File: src/rtl/fp16pipe_arb.sv
// fp16pipe_arb
//   Round-robin front end for one fixed-latency fp16 pipelined unit.
//   At most one operand pair is accepted per cycle. The winner's operands are
//   registered into the pipe, and a tag {valid,id} travels alongside them.
//   When the tag reaches the end of the pipe, the unit's result is strobed back
//   to the requester that issued it. The fp16 unit has no handshake, so every
//   bit of sequencing lives here.
//
// Ports
//   clk, rst_n        clock (posedge) and synchronous active-low reset
//   i_en              1 = grants allowed; 0 = no new accepts, in-flight ops drain
//   i_req_valid       per-requester request
//   o_req_ready       one-hot grant (accept = valid & ready)
//   i_req_a/i_req_b   operands, requester r at [16r+15:16r]
//   o_rsp_valid       one-hot, single-cycle result strobe
//   o_rsp_res         result; zero unless a strobe is active
//   o_pipe_a/o_pipe_b operands to the fp16 unit (zero when idle)
//   i_pipe_res        result from the fp16 unit
//   o_inflight        accepted ops not yet returned
//   o_busy            o_inflight != 0

// One response lane per requester. It decodes the tag at the pipe exit into
// that requester's strobe.
module fp16pipe_arb_lane #(
    parameter int PW = 2,
    parameter int ID = 0
) (
    input  logic          rsp_vld,
    input  logic [PW-1:0] rsp_id,
    output logic          strobe
);
    assign strobe = rsp_vld && (rsp_id == PW'(ID));
endmodule

module fp16pipe_arb #(
    parameter int N_REQ   = 4,
    parameter int LATENCY = 3
) (
    input  logic                         clk,
    input  logic                         rst_n,
    input  logic                         i_en,
    input  logic [N_REQ-1:0]             i_req_valid,
    output logic [N_REQ-1:0]             o_req_ready,
    input  logic [16*N_REQ-1:0]          i_req_a,
    input  logic [16*N_REQ-1:0]          i_req_b,
    output logic [N_REQ-1:0]             o_rsp_valid,
    output logic [15:0]                  o_rsp_res,
    output logic [15:0]                  o_pipe_a,
    output logic [15:0]                  o_pipe_b,
    input  logic [15:0]                  i_pipe_res,
    output logic [$clog2(LATENCY+2)-1:0] o_inflight,
    output logic                         o_busy
);
    localparam int PW     = (N_REQ > 1) ? $clog2(N_REQ) : 1;
    localparam int CW     = $clog2(LATENCY+2);
    localparam int STAGES = LATENCY;    // tag stage 0 = issue, STAGES = pipe exit

    typedef struct packed {
        logic [15:0] a;
        logic [15:0] b;
    } operands_t;

    logic [PW-1:0]             ptr;
    logic [PW-1:0]             gnt_id;
    logic                      gnt_any;
    logic                      accept;
    logic [N_REQ-1:0]          ready;
    operands_t                 gnt_ops;

    logic [STAGES:0]           vld_pipe;
    logic [STAGES:0][PW-1:0]   id_pipe;
    logic [CW-1:0]             inflight;

    // Rotating priority search. The first valid request at or after ptr wins,
    // wrapping modulo N_REQ.
    always_comb begin
        int            idx;
        logic [PW-1:0] cand;
        gnt_any = 1'b0;
        gnt_id  = '0;
        idx     = 0;
        cand    = '0;
        for (int d = 0; d < N_REQ; d++) begin
            idx = int'(ptr) + d;
            if (idx >= N_REQ) idx = idx - N_REQ;
            cand = PW'(idx);
            if (!gnt_any && i_req_valid[cand]) begin
                gnt_any = 1'b1;
                gnt_id  = cand;
            end
        end
    end

    // Ready is also held off during reset. This keeps an accept from being
    // counted on the edge that clears the tag pipe.
    always_comb begin
        ready = '0;
        if (rst_n && i_en && gnt_any) ready[gnt_id] = 1'b1;
    end

    assign o_req_ready = ready;
    assign accept      = |(ready & i_req_valid);
    assign gnt_ops.a   = i_req_a[16*gnt_id +: 16];
    assign gnt_ops.b   = i_req_b[16*gnt_id +: 16];

    always_ff @(posedge clk) begin
        if (!rst_n) begin
            ptr      <= '0;
            o_pipe_a <= '0;
            o_pipe_b <= '0;
            vld_pipe <= '0;
            id_pipe  <= '0;
            inflight <= '0;
        end else begin
            if (accept) ptr <= (gnt_id == PW'(N_REQ-1)) ? '0 : gnt_id + 1'b1;
            // An idle cycle drives zeros, so the unit never sees stale operands.
            o_pipe_a <= accept ? gnt_ops.a : 16'h0000;
            o_pipe_b <= accept ? gnt_ops.b : 16'h0000;
            vld_pipe <= {vld_pipe[STAGES-1:0], accept};
            id_pipe  <= {id_pipe[STAGES-1:0], gnt_id};
            // An accept and a retire in the same cycle cancel out.
            inflight <= inflight + CW'(accept) - CW'(vld_pipe[STAGES]);
        end
    end

    for (genvar r = 0; r < N_REQ; r++) begin : g_lane
        fp16pipe_arb_lane #(.PW(PW), .ID(r)) u_lane (
            .rsp_vld (vld_pipe[STAGES]),
            .rsp_id  (id_pipe[STAGES]),
            .strobe  (o_rsp_valid[r])
        );
    end

    assign o_rsp_res  = vld_pipe[STAGES] ? i_pipe_res : 16'h0000;
    assign o_inflight = inflight;
    assign o_busy     = (inflight != '0);
endmodule

File: config.mk
export PLATFORM = sky130hd
export DESIGN_NAME = fp16pipe_arb
export DESIGN_NICKNAME = d
export VERILOG_FILES = /design/src/rtl/fp16pipe_arb.sv
export SDC_FILE = /design/constraint.sdc
export NUM_CORES = 1
export LEC_CHECK = 0
export CAP_MARGIN = 0
export CORE_AREA = 2 2 109 111
export CTS_CLUSTER_DIAMETER = 100
export DETAILED_ROUTE_END_ITERATION = 16
export DIE_AREA = 0 0 111 113
export GPL_TIMING_DRIVEN = 0
export PLACE_DENSITY_LB_ADDON = 0.12
export SYNTH_ARGS = -nofsm -noshare
export SYNTH_HDL_FRONTEND = slang
export SYNTH_SLANG_ARGS = --single-unit
File: constraint.sdc
create_clock -name clk -period 7.95 [get_ports clk]
set_input_delay 1.9875 -clock clk [delete_from_list [all_inputs] [get_ports clk]]
set_output_delay 1.9875 -clock clk [all_outputs]
set_load 0.03 [all_outputs]
==> Word level (Yosys, flattened, before mapping) <==
Index checks and enable logic that the tools add are counted.
{ "word_totals": {"reg_bits": 49, "in_bits": 151, "output_inout_bits": 60, "elab_cells": 78} }
{ "classes": {"add_sub_neg": 10, "order_cmp": 10, "n_eq_ne": 4, "n_shift": 2, "n_mux": 25, "n_bitwise": 1, "n_reduce_logical": 17} }
{ "op_table": {"columns": ["cell", "count"], "rows": [
  ["variable part select 64 x 7 -> 16 bit", 2],
  ["2-to-1 mux 2 bit", 9],
  ["2-to-1 mux 16 bit", 1],
  ["< comparator 2 x 3 -> 1 bit, second input constant", 5],
  ["logical AND 1 bit", 10],
  ["greater-or-equal comparator 3 bit, second input constant", 3],
  ["2-to-1 mux 1 bit", 9],
  ["binary-select mux 1 bit (select 2 bit)", 4],
  ["subtractor 2 x 1 -> 2 bit, second input constant", 4],
  ["adder 2 x 2 -> 3 bit, second input constant", 2],
  ["equality test 2 bit, second input constant", 3],
  ["bitwise AND 4 bit", 1],
  ["2-to-1 mux 4 bit", 1],
  ["OR reduction 4 bit", 1],
  ["adder 2 x 1 -> 3 bit, second input constant", 1],
  ["adder 3 x 1 -> 3 bit", 1],
  ["greater-or-equal comparator 2 x 3 -> 1 bit, second input constant", 1],
  ["logical NOT 1 bit", 3],
  ["nonzero test 3 bit", 1],
  ["subtractor 3 x 1 -> 3 bit", 1],
  ["adder 2 x 1 -> 2 bit, second input constant", 1],
  ["demux 1 bit (select 2 bit)", 1],
  ["equality test 2 x 1 -> 1 bit, second input constant", 1],
  ["greater-or-equal comparator 2 x 1 -> 1 bit, second input constant", 1],
  ["2 further kinds", 2]
]} }

==> Logic depth before layout (Yosys ltp) <==
{ "logic_depth": {"word_depth": 23, "ltp_mapped": 16, "depth_no_buf": 13} }

==> Modules after synthesis <==
Synthesis repeated with hierarchy kept, for this count alone.
{ "hier_totals": {"hier_cells": 242, "area_unflattened_um2": 2692.6} }
{ "modules_own_cells": {"columns": ["module", "instances", "cells_per_inst", "area_per_inst_um2", "seq_area_each_um2"], "rows": [
  ["fp16pipe_arb", 1, 238, 2656.3, 980.9],
  ["fp16pipe_arb_lane at g_lane[1].u_lane ...", 2, 1, 8.8, 0.0],
  ["fp16pipe_arb_lane at g_lane[0].u_lane", 1, 1, 12.5, 0.0],
  ["fp16pipe_arb_lane at g_lane[3].u_lane", 1, 1, 6.3, 0.0]
]} }

==> Worst setup path before layout <==
OpenSTA, ideal clock, no wires.
{ "synth_timing": {"kind": "input -> output", "startpoint": "input i_req_valid[2]", "endpoint": "output o_req_ready[1]", "arrival_time_ns": 3.431, "required_ns": 5.963, "path_slack_ns": 2.532, "path_stages": 6, "path_buffers": 2, "path_cell_list": "mux2i_1 > o22a_1 > nand2_1 > buf_4 > buf_2 > nor3_1"} }
{ "synth_between": {"elab_chain_cells": 17, "elab_cells_between_ends": 29, "cone_classes": "order compare (2); mux (19); reduce/logical (8)"} }
{ "synth_lines": {"columns": ["element", "line", "source"], "rows": [
  ["from (decl)", "42", "input logic [N_REQ-1:0] i_req_valid,"],
  ["binary-select mux 1 bit (select 2 bit)", "87", "if (!gnt_any && i_req_valid[cand]) begin"],
  ["2-to-1 mux 1 bit (not written as such)", "87", null],
  ["2-to-1 mux 1 bit", "87", null],
  ["logical NOT 1 bit", "87", null],
  ["logical AND 1 bit", "87", null],
  ["2-to-1 mux 1 bit", "87", null],
  ["logical NOT 1 bit", "87", null],
  ["logical AND 1 bit", "87", null],
  ["2-to-1 mux 1 bit", "87", null],
  ["logical NOT 1 bit", "87", null],
  ["logical AND 1 bit", "87", null],
  ["2-to-1 mux 2 bit", "87", null],
  ["< comparator 2 x 3 -> 1 bit (not written as such) / greater-or-equal comparator 2 x 1 -> 1 bit (equally long branches)", "98", "if (rst_n && i_en && gnt_any) ready[gnt_id] = 1'b1;"],
  ["logical AND 1 bit (not written as such)", "98", null],
  ["2-to-1 mux 1 bit (not written as such)", "98", null],
  ["demux 1 bit (select 2 bit)", "98", null],
  ["2-to-1 mux 4 bit *", "98", null],
  ["to (decl)", "43", "output logic [N_REQ-1:0] o_req_ready,"]
]} }
Mark *: on every way between the ends. The rest lies on a longest branch, timed or not. The select of a mux whose other input is x is not followed.

==> Worst setup path after layout <==
{ "layout_timing": {"startpoint": "input i_req_valid[0]", "endpoint": "output o_req_ready[3]"} }
Same word-level chain as after synthesis.

==> impl_metrics.json <==
{
  "run_status": "complete, no violations",
  "synth_area_um2": 2790,
  "layout.nets": 691,
  "tritoncts": "built",
  "grt_first_pass_wirelength_mm": 17.2,
  "rsz0062_at_grt": "false",
  "async_reset_ff_frac": 0,
  "timing.rr.start": "ptr[1]",
  "yosys.area.top_type_share": 0.352,
  "relSlewSlack": 0.622,
  "postRouteWirelength_mm": 10.9,
  "power.share.sequential": 0.299,
  "num_io_pins": 211,
  "synthTopCellsByArea": "dfxtp_1 (35%), a311oi_2 (15%), nand2_1 (9.6%)",
  "timing.final.crit_share": 0.830,
  "fin_crit_ns": 6.59,
  "grt_max_degree": 16,
  "netSwitchingFraction": 0.333,
  "drt-met1-wl_mm": 4.08,
  "path_class_of_the_lowest_slack_min_delay_path": "reg -> reg",
  "die_area_um2": 12500,
  "antennaDiodeCount": 0,
  "timing.critical_path.max_delay_family": "buffers and inverters",
  "met3RoutedLength_mm": 1.23,
  "postRouteAntennaNets": 0,
  "avgSynthCellArea_um2": 8.70,
  "startpoint_type": "input port",
  "synthMostInstantiatedCell": "nand2_1",
  "top_layer_used": "met4",
  "ctsHoldBuffers": 0,
  "nets_in_the_synthesized_netlist": 474,
  "ys_ff_latch": 49,
  "clkTransAtPathRegs_ns": 0.06,
  "area_growth_syn_to_layout_pct": 88.7,
  "cts_max_path_buffers": 2,
  "antenna_found_initial": 0,
  "yosys-top-cells-count": "nand2_1 (71), dfxtp_1 (49), and3_1 (33), a211oi_1 (32), a311oi_2 (28)",
  "critical_path.max_stage_delay_ns": 0.68,
  "dr.first_iter.drc_count": 60,
  "p_sw_mw": 0.313,
  "num_vias": 3202,
  "setup_viol": 0,
  "sequential_area_share_after_synthesis": 0.352,
  "final-hold-violation-count": 0,
  "rows": 39,
  "initial_drt_pass_iterations": 4,
  "die_h_um": 113,
  "cp_slowest_cell": "clkdlybuf4s50_1",
  "grt_pass1_vias": 3500,
  "globalRoute.totalOverflow": 0,
  "min-delay-start": "id_pipe[1]",
  "timing.critical_path.buf_inv": 5,
  "report.final.slew_viol_count": 0,
  "worst_clock_skew_ns": 0.00994,
  "io_buffers": 210,
  "timing_worst_slew_pin_value_ns": 0.567,
  "post_cts.resized_instances": 0,
  "synth_largest_area_cell": "dfxtp_1",
  "ctsHtreeMaxLevel": 2,
  "pwr-share-clk": 0.289,
  "core_um2": 11300,
  "final_layout_size_suffix_gt1_frac": 0.106,
  "start_util": 0.247,
  "ctsRootBufferMaster": "clkbuf_16",
  "timing.setup.tns_ns": 0,
  "worstSetupStartpoint": "i_req_valid[0]",
  "synth-edff-count": 0,
  "grtUsageTotal": 0.171,
  "combinationalPowerShare": 0.412,
  "cp_class": "in -> out",
  "dr_wl_met2_mm": 5.33,
  "post-cts-setup-buffer-count": 0,
  "drc": 0,
  "wire_per_inst_um": 16.0,
  "synth_cells": 320,
  "chipWidth_um": 111,
  "layoutNonFillerInstCount": 681,
  "clock.fmax_mhz": 152,
  "netlist-cell-type-count": 35,
  "via_per_inst": 4.70,
  "cts.sinks": 49,
  "maxCapViolCount": 0,
  "number_of_buffers_added_by_the_clock_tree_synthesis_step": 5,
  "worstPathRequired_ns": 5.96,
  "critical-path-top-cell-by-count": "clkdlybuf4s50_1",
  "p_int_mw": 0.625,
  "worst_path_fanout_max": 10,
  "crit_arrival_ns": 4.61,
  "hpwl_after_detailed_placement_mm": 8.82,
  "placedCellCount": 673,
  "critical_path.cell_chain": "clkdlybuf4s50_1 > mux2i_1 > o22a_1 > nand2_1 > clkinv_1 > buf_2 > ha_1 > inv_1 > nor2_1 > clkdlybuf4s50_1",
  "yosys_most_used_dff": "dfxtp_1",
  "nature_of_the_critical_path_endpoint": "output port",
  "leakagePower_nw": 2.06,
  "global_placer_s_final_weighted_congestion": 0.792,
  "clock_latency_ns": 0.29,
  "p_per_area_nw_per_um2": 178,
  "total_of_warnings_raised_by_yosys": 0,
  "max-vdd-ir-drop_uv": 99.0
}
area by class of cell:
type                       instances  area (um2)
buffer                            34         185
clock buffer                       5         125
clock inverter                     3        65.1
fill                            1130        6020
inverter                           9        33.8
multi-input combinational        228        1590
sequential                        49         981
tap                              143         179
timing repair buffer             210        2100
cell families (layout without fill, tap and decap cells):
kind of cell,count (synthesis),count (layout),synth area share
buffers and inverters,43,261,0.0786
xor gates and xnor gates,3,3,0.00944
adders and majority gates,3,3,0.0162
muxes,3,3,0.0108
DFF,49,49,0.352
and+or+nand+nor,146,146,0.259
AOI/OAI and AO/OA,73,73,0.274
worst register-to-register path: stages (launching register included):
cell,delay (ns)
dfxtp_1,0.45
mux2i_1,0.22
o22a_1,0.32
nand2_1,0.17
clkinv_1,0.16
buf_2,0.28
ha_1,0.21
nand2_1,0.06
a31o_1,0.22
buf_4,0.19
buf_6,0.17
xnor2_1,0.14
ha_1,0.16
inv_1,0.05
fa_1,0.37
xnor2_1,0.16
nor2_1,0.05
metrics by stage:
stage                     power [mW]  worst slack, ns  instance area (um2)   util  hold slack [ns]
after floorplan                0.500             2.53                 2790      -            0.412
after global placement         0.673             1.36                 5070  0.449            0.416
after detailed placement       0.678             1.30                 5070  0.449            0.418
after CTS                      0.953             1.30                 5260  0.466            0.435
after global routing           0.989             1.06                 5260  0.466            0.442
final                          0.938             1.36                 5260  0.466            0.431
metal layers:
metal	GRT usage	vias up
li1	-	1582
met1	0.175	1455
met2	0.321	151
met3	0.0707	14
met4	0.0517	0
met5	0	-
flip-flops by register name (all words and copies together), names as in the netlist:
| signal | cells |
|---|---|
| o_inflight | 3 |
| vld_pipe | 4 |
| id_pipe | 8 |
| o_pipe_a | 16 |
| o_pipe_b | 16 |
| ptr | 2 |
power by group through the flow:
stage	Sequential [mW]	Combinational [mW]	Clock (mW)
global route	0.284	0.421	0.285
floorplan	0.325	0.175	0
detailed placement	0.286	0.392	0
global placement	0.286	0.388	0
CTS	0.281	0.393	0.280
finish	0.280	0.387	0.271
worst paths after layout:
path,cells after the start,to,slack [ns]
worst max-delay path,10,o_req_ready[3],1.36
worst min-delay path,1,id_pipe[3],0.43
worst min register to register,1,id_pipe[3],0.43
worst max register to register,16,o_inflight[2],4.46
cells in the final DEF (no fill, tap or decap), types with 2 or more instances in the layout:
| master | netlist | routed |
|---|---|---|
| clkbuf_1 | 15 | 15 |
| a21oi_1 | 2 | 2 |
| buf_2 | 10 | 10 |
| nor3_1 | 3 | 3 |
| nor2_1 | 6 | 6 |
| bufinv_16 | 0 | 2 |
| dfxtp_1 | 49 | 49 |
| a311oi_2 | 28 | 28 |
| clkbuf_16 | 0 | 5 |
| buf_6 | 3 | 3 |
| and3_1 | 33 | 33 |
| inv_1 | 7 | 7 |
| xnor2_1 | 2 | 2 |
| clkdlybuf4s50_1 | 0 | 210 |
| ha_1 | 2 | 2 |
| and2_1 | 27 | 27 |
| mux2i_1 | 3 | 3 |
| a311oi_1 | 4 | 4 |
| a211oi_1 | 32 | 32 |
| buf_4 | 6 | 6 |
| nand2_1 | 71 | 71 |
(Power assumes the default switching activity.)
